$ cat src/rtl/serial_word_mac.sv
// serial_word_mac: word-serial multiply-accumulate stage.
// Accepts N words of M bits, one per handshake, multiplies word k by
// coefficient word k (latched on start) and presents the N-term dot product.
// Build option: define SERIAL_MAC_SIGNED_EN for two's-complement operands;
// the default build treats all operands as unsigned.
module serial_word_mac #(
  parameter int N     = 4,
  parameter int M     = 8,
  parameter int ACC_W = 2 * M + $clog2(N)
) (
  input  logic               clk,
  input  logic               rst,
  input  logic               start,
  input  logic [N*M-1:0]     coeff_data,
  input  logic               in_valid,
  input  logic [M-1:0]       in_data,
  output logic               in_ready,
  output logic               out_valid,
  output logic [ACC_W-1:0]   out_data,
  input  logic               out_ready,
  output logic               busy
);

  localparam int CNT_W = $clog2(N);
  localparam int EXT_W = ACC_W - 2 * M;

  typedef enum logic [1:0] {
    IDLE  = 2'd0,
    ACCUM = 2'd1,
    DONE  = 2'd2
  } state_t;

  // Full-width product of one data word and one coefficient word, extended
  // to the accumulator width (sign- or zero-extension depending on build).
  function automatic logic [ACC_W-1:0] mul_ext(input logic [M-1:0] a,
                                               input logic [M-1:0] b);
    logic [2*M-1:0] ax;
    logic [2*M-1:0] bx;
    logic [2*M-1:0] p;
    logic           ext_bit;
`ifdef SERIAL_MAC_SIGNED_EN
    ax      = {{M{a[M-1]}}, a};
    bx      = {{M{b[M-1]}}, b};
    p       = ax * bx;
    ext_bit = p[2*M-1];
`else
    ax      = {{M{1'b0}}, a};
    bx      = {{M{1'b0}}, b};
    p       = ax * bx;
    ext_bit = 1'b0;
`endif
    return {{EXT_W{ext_bit}}, p};
  endfunction

  state_t             state_r,     state_s;
  logic [ACC_W-1:0]   acc_r,       acc_s;
  logic [CNT_W-1:0]   cnt_r,       cnt_s;
  logic [N*M-1:0]     coeff_r,     coeff_s;
  logic [ACC_W-1:0]   out_data_r,  out_data_s;
  logic               out_valid_r, out_valid_s;
  logic               in_ready_r,  in_ready_s;
  logic               busy_r,      busy_s;

  logic               accept_s;
  logic [M-1:0]       coeff_sel_s;
  logic [ACC_W-1:0]   sum_s;

  assign accept_s    = in_valid && in_ready_r;
  assign coeff_sel_s = coeff_r[cnt_r*M +: M];
  assign sum_s       = acc_r + mul_ext(in_data, coeff_sel_s);

  // Next-state, datapath and next-output computation.
  always_comb begin
    state_s     = state_r;
    acc_s       = acc_r;
    cnt_s       = cnt_r;
    coeff_s     = coeff_r;
    out_data_s  = out_data_r;
    out_valid_s = 1'b0;
    in_ready_s  = 1'b0;
    busy_s      = 1'b0;

    case (state_r)
      IDLE: begin
        if (start) begin
          coeff_s = coeff_data;
          acc_s   = {ACC_W{1'b0}};
          cnt_s   = {CNT_W{1'b0}};
          state_s = ACCUM;
        end else begin
          state_s = IDLE;
        end
      end
      ACCUM: begin
        if (accept_s) begin
          acc_s = sum_s;
          cnt_s = cnt_r + {{(CNT_W-1){1'b0}}, 1'b1};
          if (cnt_r == CNT_W'(N - 1)) begin
            out_data_s = sum_s;
            state_s    = DONE;
          end else begin
            state_s = ACCUM;
          end
        end else begin
          state_s = ACCUM;
        end
      end
      DONE: begin
        if (out_ready) begin
          state_s = IDLE;
        end else begin
          state_s = DONE;
        end
      end
      default: begin
        state_s = IDLE;
      end
    endcase

    // Handshake outputs are registered copies decoded from the next state.
    case (state_s)
      IDLE: begin
        in_ready_s  = 1'b0;
        out_valid_s = 1'b0;
        busy_s      = 1'b0;
      end
      ACCUM: begin
        in_ready_s  = 1'b1;
        out_valid_s = 1'b0;
        busy_s      = 1'b1;
      end
      DONE: begin
        in_ready_s  = 1'b0;
        out_valid_s = 1'b1;
        busy_s      = 1'b1;
      end
      default: begin
        in_ready_s  = 1'b0;
        out_valid_s = 1'b0;
        busy_s      = 1'b0;
      end
    endcase
  end

  // State, datapath and output registers; reset discards any partial result.
  always_ff @(posedge clk or posedge rst) begin
    if (rst) begin
      state_r     <= IDLE;
      acc_r       <= {ACC_W{1'b0}};
      cnt_r       <= {CNT_W{1'b0}};
      coeff_r     <= {(N*M){1'b0}};
      out_data_r  <= {ACC_W{1'b0}};
      out_valid_r <= 1'b0;
      in_ready_r  <= 1'b0;
      busy_r      <= 1'b0;
    end else begin
      state_r     <= state_s;
      acc_r       <= acc_s;
      cnt_r       <= cnt_s;
      coeff_r     <= coeff_s;
      out_data_r  <= out_data_s;
      out_valid_r <= out_valid_s;
      in_ready_r  <= in_ready_s;
      busy_r      <= busy_s;
    end
  end

  assign in_ready  = in_ready_r;
  assign out_valid = out_valid_r;
  assign out_data  = out_data_r;
  assign busy      = busy_r;

endmodule

$ cat config.mk
export PLATFORM = sky130hd
export DESIGN_NAME = serial_word_mac
export DESIGN_NICKNAME = d
export VERILOG_FILES = /design/src/rtl/serial_word_mac.sv
export SDC_FILE = /design/constraint.sdc
export NUM_CORES = 1
export LEC_CHECK = 0
export BUFFER_PORTS_ARGS = -buffer_cell sky130_fd_sc_hd__buf_2
export CAP_MARGIN = 20
export CORE_MARGIN = 2
export CORE_UTILIZATION = 29
export CTS_BUF_LIST = sky130_fd_sc_hd__clkbuf_4
export CTS_CLUSTER_DIAMETER = 200
export DETAILED_ROUTE_END_ITERATION = 6
export SYNTH_ARGS = -nofsm -noshare
export SYNTH_HDL_FRONTEND = slang
export SYNTH_SLANG_ARGS = --single-unit
$ cat constraint.sdc
create_clock -name clk -period 6.3 [get_ports clk]
set_clock_uncertainty 0.15 [all_clocks]
set_input_delay 0.63 -clock clk [delete_from_list [all_inputs] [get_ports clk]]
set_output_delay 0.63 -clock clk [all_outputs]
set_load 0.005 [all_outputs]
### Yosys cells after proc, flatten, opt, wreduce, memory -nomap -nowiden

Cells that the tools add are included.

* output and inout bits: 21
* register bits after elaboration: 75
* input port bits: 45
* word-level logic and storage cells: 40

* $mul: 1
* shift operators: 1
* mux-type cells: 14
* reductions and logical operators: 7
* equal/unequal tests: 7
* $add $sub $neg: 2

Operators with widths (count)
* 18-bit 2-to-1 mux: 2
* 18-bit one-hot mux with 2 select lines: 1
* 32-bit by 6-bit variable part select with 8-bit output: 1
* 18-bit by 16-bit adder with 18-bit output: 1
* 8-bit by 8-bit multiplier with 16-bit output: 1
* 2-bit 2-to-1 mux: 5
* 2-bit == test, second input constant: 3
* 2-bit one-hot mux with 3 select lines: 1
* 3-bit AND reduction: 2
* 2-bit by 1-bit == test with 1-bit output, second input constant: 2
* 1-bit 2-to-1 mux: 4
* 2-bit != test, second input constant: 2
* 2-bit one-hot mux with 2 select lines: 1
* 2-bit by 1-bit adder with 2-bit output, second input constant: 1
* 2-bit logical NOT: 1
* 2-bit AND reduction: 1
* 2-bit nonzero test: 1
* 2-bit OR reduction: 1
* 1-bit logical AND: 1

### Logic depth before layout (Yosys ltp)

Gate-level depths: netlist of the first run.

* word-level depth: 7
* gate-level depth with buffers: 19
* mapped depth without buffers: 18

### Worst setup path before layout of the first run

OpenSTA, ideal clock, no wires.

* path type: reg2reg
* start point: register cnt_r[0]
* end point: register out_data_r[14], in the netlist out_data[14]
* arrival time: 4.993 ns
* slack: 1.033 ns
* period minus slack after synthesis: 5.267 ns
* required time: 6.025 ns
* path buffers: 1
* cell stages (with the launch flop): 17
* setup time: 0.125 ns
* cells stage by stage: dfrtp_1 -> buf_2 -> mux4_2 -> and2_1 -> fa_1 -> fa_1 -> fa_1 -> inv_1 -> fa_1 -> inv_1 -> ha_1 -> a21o_1 -> a31o_1 -> or3_1 -> o22ai_2 -> xnor2_1 -> mux2_2

* word-level cells in the longest chain between the ends: 3
* elaborated cells on any way between the ends: 5
* those cells by class: 1 x add/sub; 1 x mul; 1 x eq/ne; 1 x shift; 1 x reduce/logical

RTL lines
* start, declared: line 57 `logic [CNT_W-1:0] cnt_r, cnt_s;`
* start signal, assigned: line 150 `cnt_r <= {CNT_W{1'b0}};`
* start signal, assigned: line 159 `cnt_r <= cnt_s;`
* 32-bit by 6-bit variable part select with 8-bit output: line 69 `assign coeff_sel_s = coeff_r[cnt_r*M +: M];`
* 8-bit by 8-bit multiplier with 16-bit output: line 49 `p = ax * bx;`
* 18-bit by 16-bit adder with 18-bit output: line 70 `assign sum_s = acc_r + mul_ext(in_data, coeff_sel_s);`
* end signal, assigned: line 152 `out_data_r <= {ACC_W{1'b0}};`
* end signal, assigned: line 161 `out_data_r <= out_data_s;`
* end, declared: line 59 `logic [ACC_W-1:0] out_data_r, out_data_s;`

Parallel ways exist; a longest one is shown, timed or not.
A chain may end at the register's enable or synchronous reset.

### Final worst setup path of the first run

Ends and elaborated chain as after synthesis.

==> results of run 1 <==
## registers in the layout, indices dropped and copies added, names as in the netlist
| signal | cells |
|---|---|
| busy | 1 |
| acc_r | 18 |
| in_ready | 1 |
| coeff_r | 32 |
| cnt_r | 2 |
| out_valid | 1 |
| out_data | 18 |
| state_r | 2 |
## per-stage QoR
| stage | hold slack, ns | std cells | setup WS, ns | instance area [um2] |
|---|---|---|---|---|
| 2_1_floorplan | 0.316 | 513 | 1.03 | 5700 |
| 3_3_place_gp | 0.314 | 834 | 0.680 | 6330 |
| 3_5_place_dp | 0.320 | 834 | 0.619 | 6330 |
| 4_1_cts | 0.196 | 850 | 0.594 | 6440 |
| 5_1_grt | 0.0685 | 851 | 0.269 | 6470 |
| 6_report | 0.0592 | 851 | 0.630 | 6470 |
## layout make-up
| type | count | area share (%) |
|---|---|---|
| sequential | 75 | 29.0 |
| clock inverter | 6 | 0.638 |
| inverter | 92 | 5.36 |
| multi-input combinational | 334 | 52.9 |
| timing repair buffer | 69 | 5.80 |
| tap | 265 | 5.12 |
| clock buffer | 10 | 1.16 |
## cell families (layout without fill, tap and decap cells)
group | count (synthesis) | count (layout)
buffers and inverters | 104 | 177
XOR/XNOR | 11 | 11
flip-flops | 75 | 75
AO/OA/AOI/OAI | 61 | 61
AND/OR/NAND/NOR | 111 | 111
adder cells (fa/ha/maj) | 93 | 93
multiplexers | 58 | 58
## worst max-delay path: stages (launching register included)
cell and delay, ns:
dfrtp_1 0.66, mux4_2 0.66, and2_1 0.22, fa_1 0.51, fa_1 0.52, fa_1 0.55, inv_1 0.05, fa_1 0.53
inv_1 0.04, ha_1 0.35, a21o_1 0.20, a31o_1 0.25, or3_1 0.33, o22ai_2 0.16, xnor2_1 0.13, mux2_2 0.28
## routing by layer
layer,vias up,GRT usage [%]
met2,58,20.3
li1,1826,-
met1,1914,16.7
met5,-,0
met3,10,3.01
met4,0,3.07
## Yosys cell counts, types with 2 or more instances
library cell / n / share of area, %
inv_1: 92 / 6.1
dfrtp_1: 75 / 33
fa_1: 50 / 18
mux2_2: 48 / 9.5
ha_1: 43 / 9.4
and2_1: 39 / 4.3
nand2_1: 39 / 2.6
a22o_1: 14 / 2.2
o21ai_0: 13 / 1.1
xnor2_1: 9 / 1.4
a21o_1: 8 / 1.1
a21oi_1: 8 / 0.70
buf_2: 8 / 0.70
mux4_2: 8 / 3.2
nor2_1: 8 / 0.53
nand2b_1: 7 / 0.77
nor2b_1: 4 / 0.44
o21a_1: 4 / 0.53
a2111oi_2: 2 / 0.53
a211oi_1: 2 / 0.26
and4_1: 2 / 0.31
clkbuf_1: 2 / 0.13
mux2i_1: 2 / 0.35
nand4_1: 2 / 0.22
or3_1: 2 / 0.22
xor2_1: 2 / 0.31
## worst min path at each step
stage	startpoint	endpoint	slack, ns
6_report	rst	state_r[0]	0.06
2_1_floorplan	acc_r[2]	acc_r[2]	0.32
3_5_place_dp	out_data[4]	out_data[4]	0.32
3_3_place_gp	out_data[4]	out_data[4]	0.31
5_1_grt	rst	state_r[0]	0.07
4_1_cts	coeff_data[27]	coeff_r[27]	0.20
==> out/metrics.cfg, run 1 <==
[worst_setup_path]
cp-endpoint = out_data[14]
cp-start-kind = register
crit_fanout = 11
critPathLaunch = cnt_r[0]
r2r_end = out_data[14]
required_ns = 6.52
rr_worst_depth = 15
critPathKind = reg2reg
cp-end-kind = register
cp.arrival_ns = 5.89
worstReg2RegStart = cnt_r[0]
rrSetupSlack_ns = 0.63

[timing]
relSlewSlack_pct = 34.7
rsz0062_at_grt = false
finalMaxSlewViolations = 0
finalCritPeriodShare_pct = 90.0
finalSetupViolations = 0
max_freq_mhz = 176
fin_tns_setup_ns = 0
hold_viol_final = 0
tightest_slew_ns = 0.977
min_period_ns = 5.67

[finish]
drive_gt1_share_pct = 25.6
multi_input_area_um2 = 3420
seqCellArea_um2 = 1880
postLayoutCoreUtil_pct = 33.4
layout.nets = 719
fillCellCount = 2013
layout_common_cells = 91 x inv_1, 75 x dfrtp_1, 65 x buf_2
n_antenna_cell = 0
layout_commonest_cell = inv_1
area_delta_synth_final_pct = 13.6

[clocking]
cts_tree = built
cts_buffers = 9
cts_max_path_buffers = 2
clkTransAtPathRegs_ns = 0.14
post_cts_buffers = 0
cts_hold_buf = 0
ctsResizeCount = 0
cts_root_buffer = clkbuf_4
clk_latency_ns = 0.46
clock_sinks = 75
htree_levels = 3

[synth]
synthXorXnorAreaFrac_pct = 1.69
synth_seq_cells = 75
synth_edf_count = 0
synth_compound_area_share_pct = 7.84
synthMuxAreaShare_pct = 13.0
ys.flop_type = dfrtp_1
yosysUniqueCellTypes = 46
avgSynthCellArea_um2 = 11.1
synth_top_family_by_area = adder cells
ys_warn_count = 0
synth_fp_nets = 651
synth_simple_gate_area_share_pct = 10.5
async_flop_share_pct = 100
synthAdderAreaFrac_pct = 27.0
netlist_area_um2 = 5700
synthCells = 513
ys_seq_area_share_pct = 32.9

[routing]
vias_per_cell = 4.47
via_count = 3808
wl_mm = 12.1
wl_met1_mm = 5.65
wl_per_cell_um = 14.3
drc = 0
top_layer_used = met4
drtIter0Drc = 140
postRouteAntennaNets = 0
drt_first_pass_iters = 4
wl_met3_um = 524
route.met2.wl_mm = 5.85

[die]
die_h_um = 144
dieArea_um2 = 20800
die_w_um = 144
fp-row-count = 51
io_pins = 66
core_area_um2 = 19400
start_util_pct = 29.4

[place]
dp_hpwl_mm = 9.54
place_congestion = 0.819
io_buffer_count = 65

[grt]
grt_max_degree = 76
grt_pass1_wl_mm = 19.9
grt_pass1_vias = 3904
gr-total-overflow = 0
grtUsageTotal_pct = 12.4
antenna_found_initial = 0

[worst_hold_path]
hold_path_class = in2async

[run]
cap_violations = 0

[status]
status = completed

Power of run 1 is left out: the tool's default activity adds up to more than one toggle a clock period on the data nets, which glitch-free logic cannot reach.
==> inputs of run 2 (changes only) <==
- MAX_ROUTING_LAYER: not set -> met4
==> out/metrics.cfg, run 2 (synthesis gave the netlist of run 1 again) <==
[status]
status = completed

[clocking]
cts_buffers = 9  ; unchanged
clock_sinks = 75  ; unchanged
post_cts_buffers = 0  ; unchanged
ctsResizeCount = 0  ; unchanged
cts_root_buffer = clkbuf_4
cts_max_path_buffers = 2  ; unchanged
clkTransAtPathRegs_ns = 0.14  ; about the same
clk_latency_ns = 0.46  ; about the same
cts_tree = built
htree_levels = 3  ; unchanged
cts_hold_buf = 0  ; unchanged

[finish]
seqCellArea_um2 = 1880  ; unchanged
drive_gt1_share_pct = 25.6  ; unchanged
multi_input_area_um2 = 3420  ; unchanged
largest_register_ffs = 32  ; unchanged
n_antenna_cell = 0  ; unchanged
layout_commonest_cell = inv_1
layout_common_cells = 91 x inv_1, 75 x dfrtp_1, 65 x buf_2
area_delta_synth_final_pct = 13.6  ; unchanged
fillCellCount = 2013  ; unchanged
layout.nets = 719  ; unchanged
largest-register = coeff_r

[place]
dp_hpwl_mm = 9.54  ; unchanged
io_buffer_count = 65  ; unchanged
place_congestion = 0.831  ; +1.5%

[timing]
finalSetupViolations = 0  ; unchanged
tightest_slew_ns = 0.976  ; -0.00101 ns
max_freq_mhz = 176  ; about the same
finalCritPeriodShare_pct = 90.0  ; about the same
rsz0062_at_grt = false
hold_viol_final = 0  ; unchanged
finalMaxSlewViolations = 0  ; unchanged
min_period_ns = 5.67  ; -0.000628 ns
fin_tns_setup_ns = 0  ; unchanged
relSlewSlack_pct = 34.8  ; +0.067 points

[worst_setup_path]
path_buf_inv = 2  ; unchanged
path_cells = mux4_2 > and2_1 > fa_1 > fa_1 > fa_1 > inv_1 > fa_1 > inv_1 > ha_1 > a21o_1 > a31o_1 > or3_1 > o22ai_2 > xnor2_1 > mux2_2
cp_slowest_stage_delay_ns = 0.66  ; about the same
critPathKind = reg2reg
cpMostUsedCell = fa_1
cp.arrival_ns = 5.89  ; about the same
cp-end-kind = register
crit_slowest_cell = dfrtp_1
rrSetupSlack_ns = 0.63  ; about the same
cp-start-kind = register
required_ns = 6.52  ; about the same
crit_fanout = 11  ; unchanged
crit_family = adder cells

[grt]
grtUsageTotal_pct = 12.8  ; +0.37 points
antenna_found_initial = 0  ; unchanged
gr-max-usage-layer = met2
grt_pass1_wl_mm = 19.9  ; about the same
grt_use_met3_pct = 2.88  ; -0.13 points
grt_pass1_vias = 3909  ; +0.13%
gr-total-overflow = 0  ; unchanged
grt_max_degree = 76  ; unchanged
grt_util_met2_pct = 20.2  ; -0.050 points
grt_use_met1_pct = 16.8  ; +0.17 points

[routing]
wl_mm = 12.2  ; +0.13%
postRouteAntennaNets = 0  ; unchanged
via_count = 3815  ; +0.18%
drt_first_pass_iters = 4  ; unchanged
drtIter0Drc = 133  ; -5.0%
wl_per_cell_um = 14.3  ; +0.13%
vias_per_cell = 4.48  ; +0.18%
drc = 0  ; unchanged

[worst_hold_path]
hold_path_class = in2async

[die]
start_util_pct = 29.4  ; unchanged
fp-row-count = 51  ; unchanged
die_h_um = 144  ; unchanged
core_area_um2 = 19400  ; unchanged
dieArea_um2 = 20800  ; unchanged
io_pins = 66  ; unchanged
die_w_um = 144  ; unchanged

[run]
cap_violations = 0  ; unchanged

run 2: final cells by class:
cell class / instances / area share, %
tap: 265 / 5.12
clock inverter: 6 / 0.638
inverter: 92 / 5.36
clock buffer: 10 / 1.16
timing repair buffer: 69 / 5.80
sequential: 75 / 29.0
multi-input combinational: 334 / 52.9
run 2: worst paths after layout:
kind	from	endpoint	cells past startpoint
min reg2reg	out_data[4]	out_data[4]	2
max	cnt_r[0]	out_data[14]	15
min in group clk	coeff_data[30]	coeff_r[30]	2
min	rst	state_r[0]	3
max in group asynchronous	rst	coeff_r[19]	4
max reg2reg	cnt_r[0]	out_data[14]	15
run 2: layer usage:
metal / vias to the layer above / wire [um] / part of all wire (%)
met2: 61 / 5870 / 48
met1: 1914 / 5680 / 47
met5: - / 0 / 0
met4: 0 / 108 / 0.89
li1: 1826 / - / -
met3: 14 / 504 / 4.1
run 2: worst reg2reg max path, stage by stage, from the launching register on:
cell,delay [ns]
dfrtp_1,0.66
mux4_2,0.66
and2_1,0.22
fa_1,0.51
fa_1,0.52
fa_1,0.55
inv_1,0.05
fa_1,0.53
inv_1,0.04
ha_1,0.35
a21o_1,0.20
a31o_1,0.25
or3_1,0.33
o22ai_2,0.16
xnor2_1,0.13
mux2_2,0.28
run 2: stage by stage:
| step | setup WS, ns | hold WS, ns | util [%] | cell area [um2] | cells |
|---|---|---|---|---|---|
| detailed placement | 0.619 | 0.320 | 32.6 | 6330 | 834 |
| global placement | 0.680 | 0.314 | 32.6 | 6330 | 834 |
| global route | 0.269 | 0.0685 | 33.4 | 6470 | 851 |
| finish | 0.631 | 0.0581 | 33.4 | 6470 | 851 |
| CTS | 0.594 | 0.196 | 33.2 | 6440 | 850 |
| floorplan | 1.03 | 0.316 | - | 5700 | 513 |
Power of run 2 is left out for the same reason.
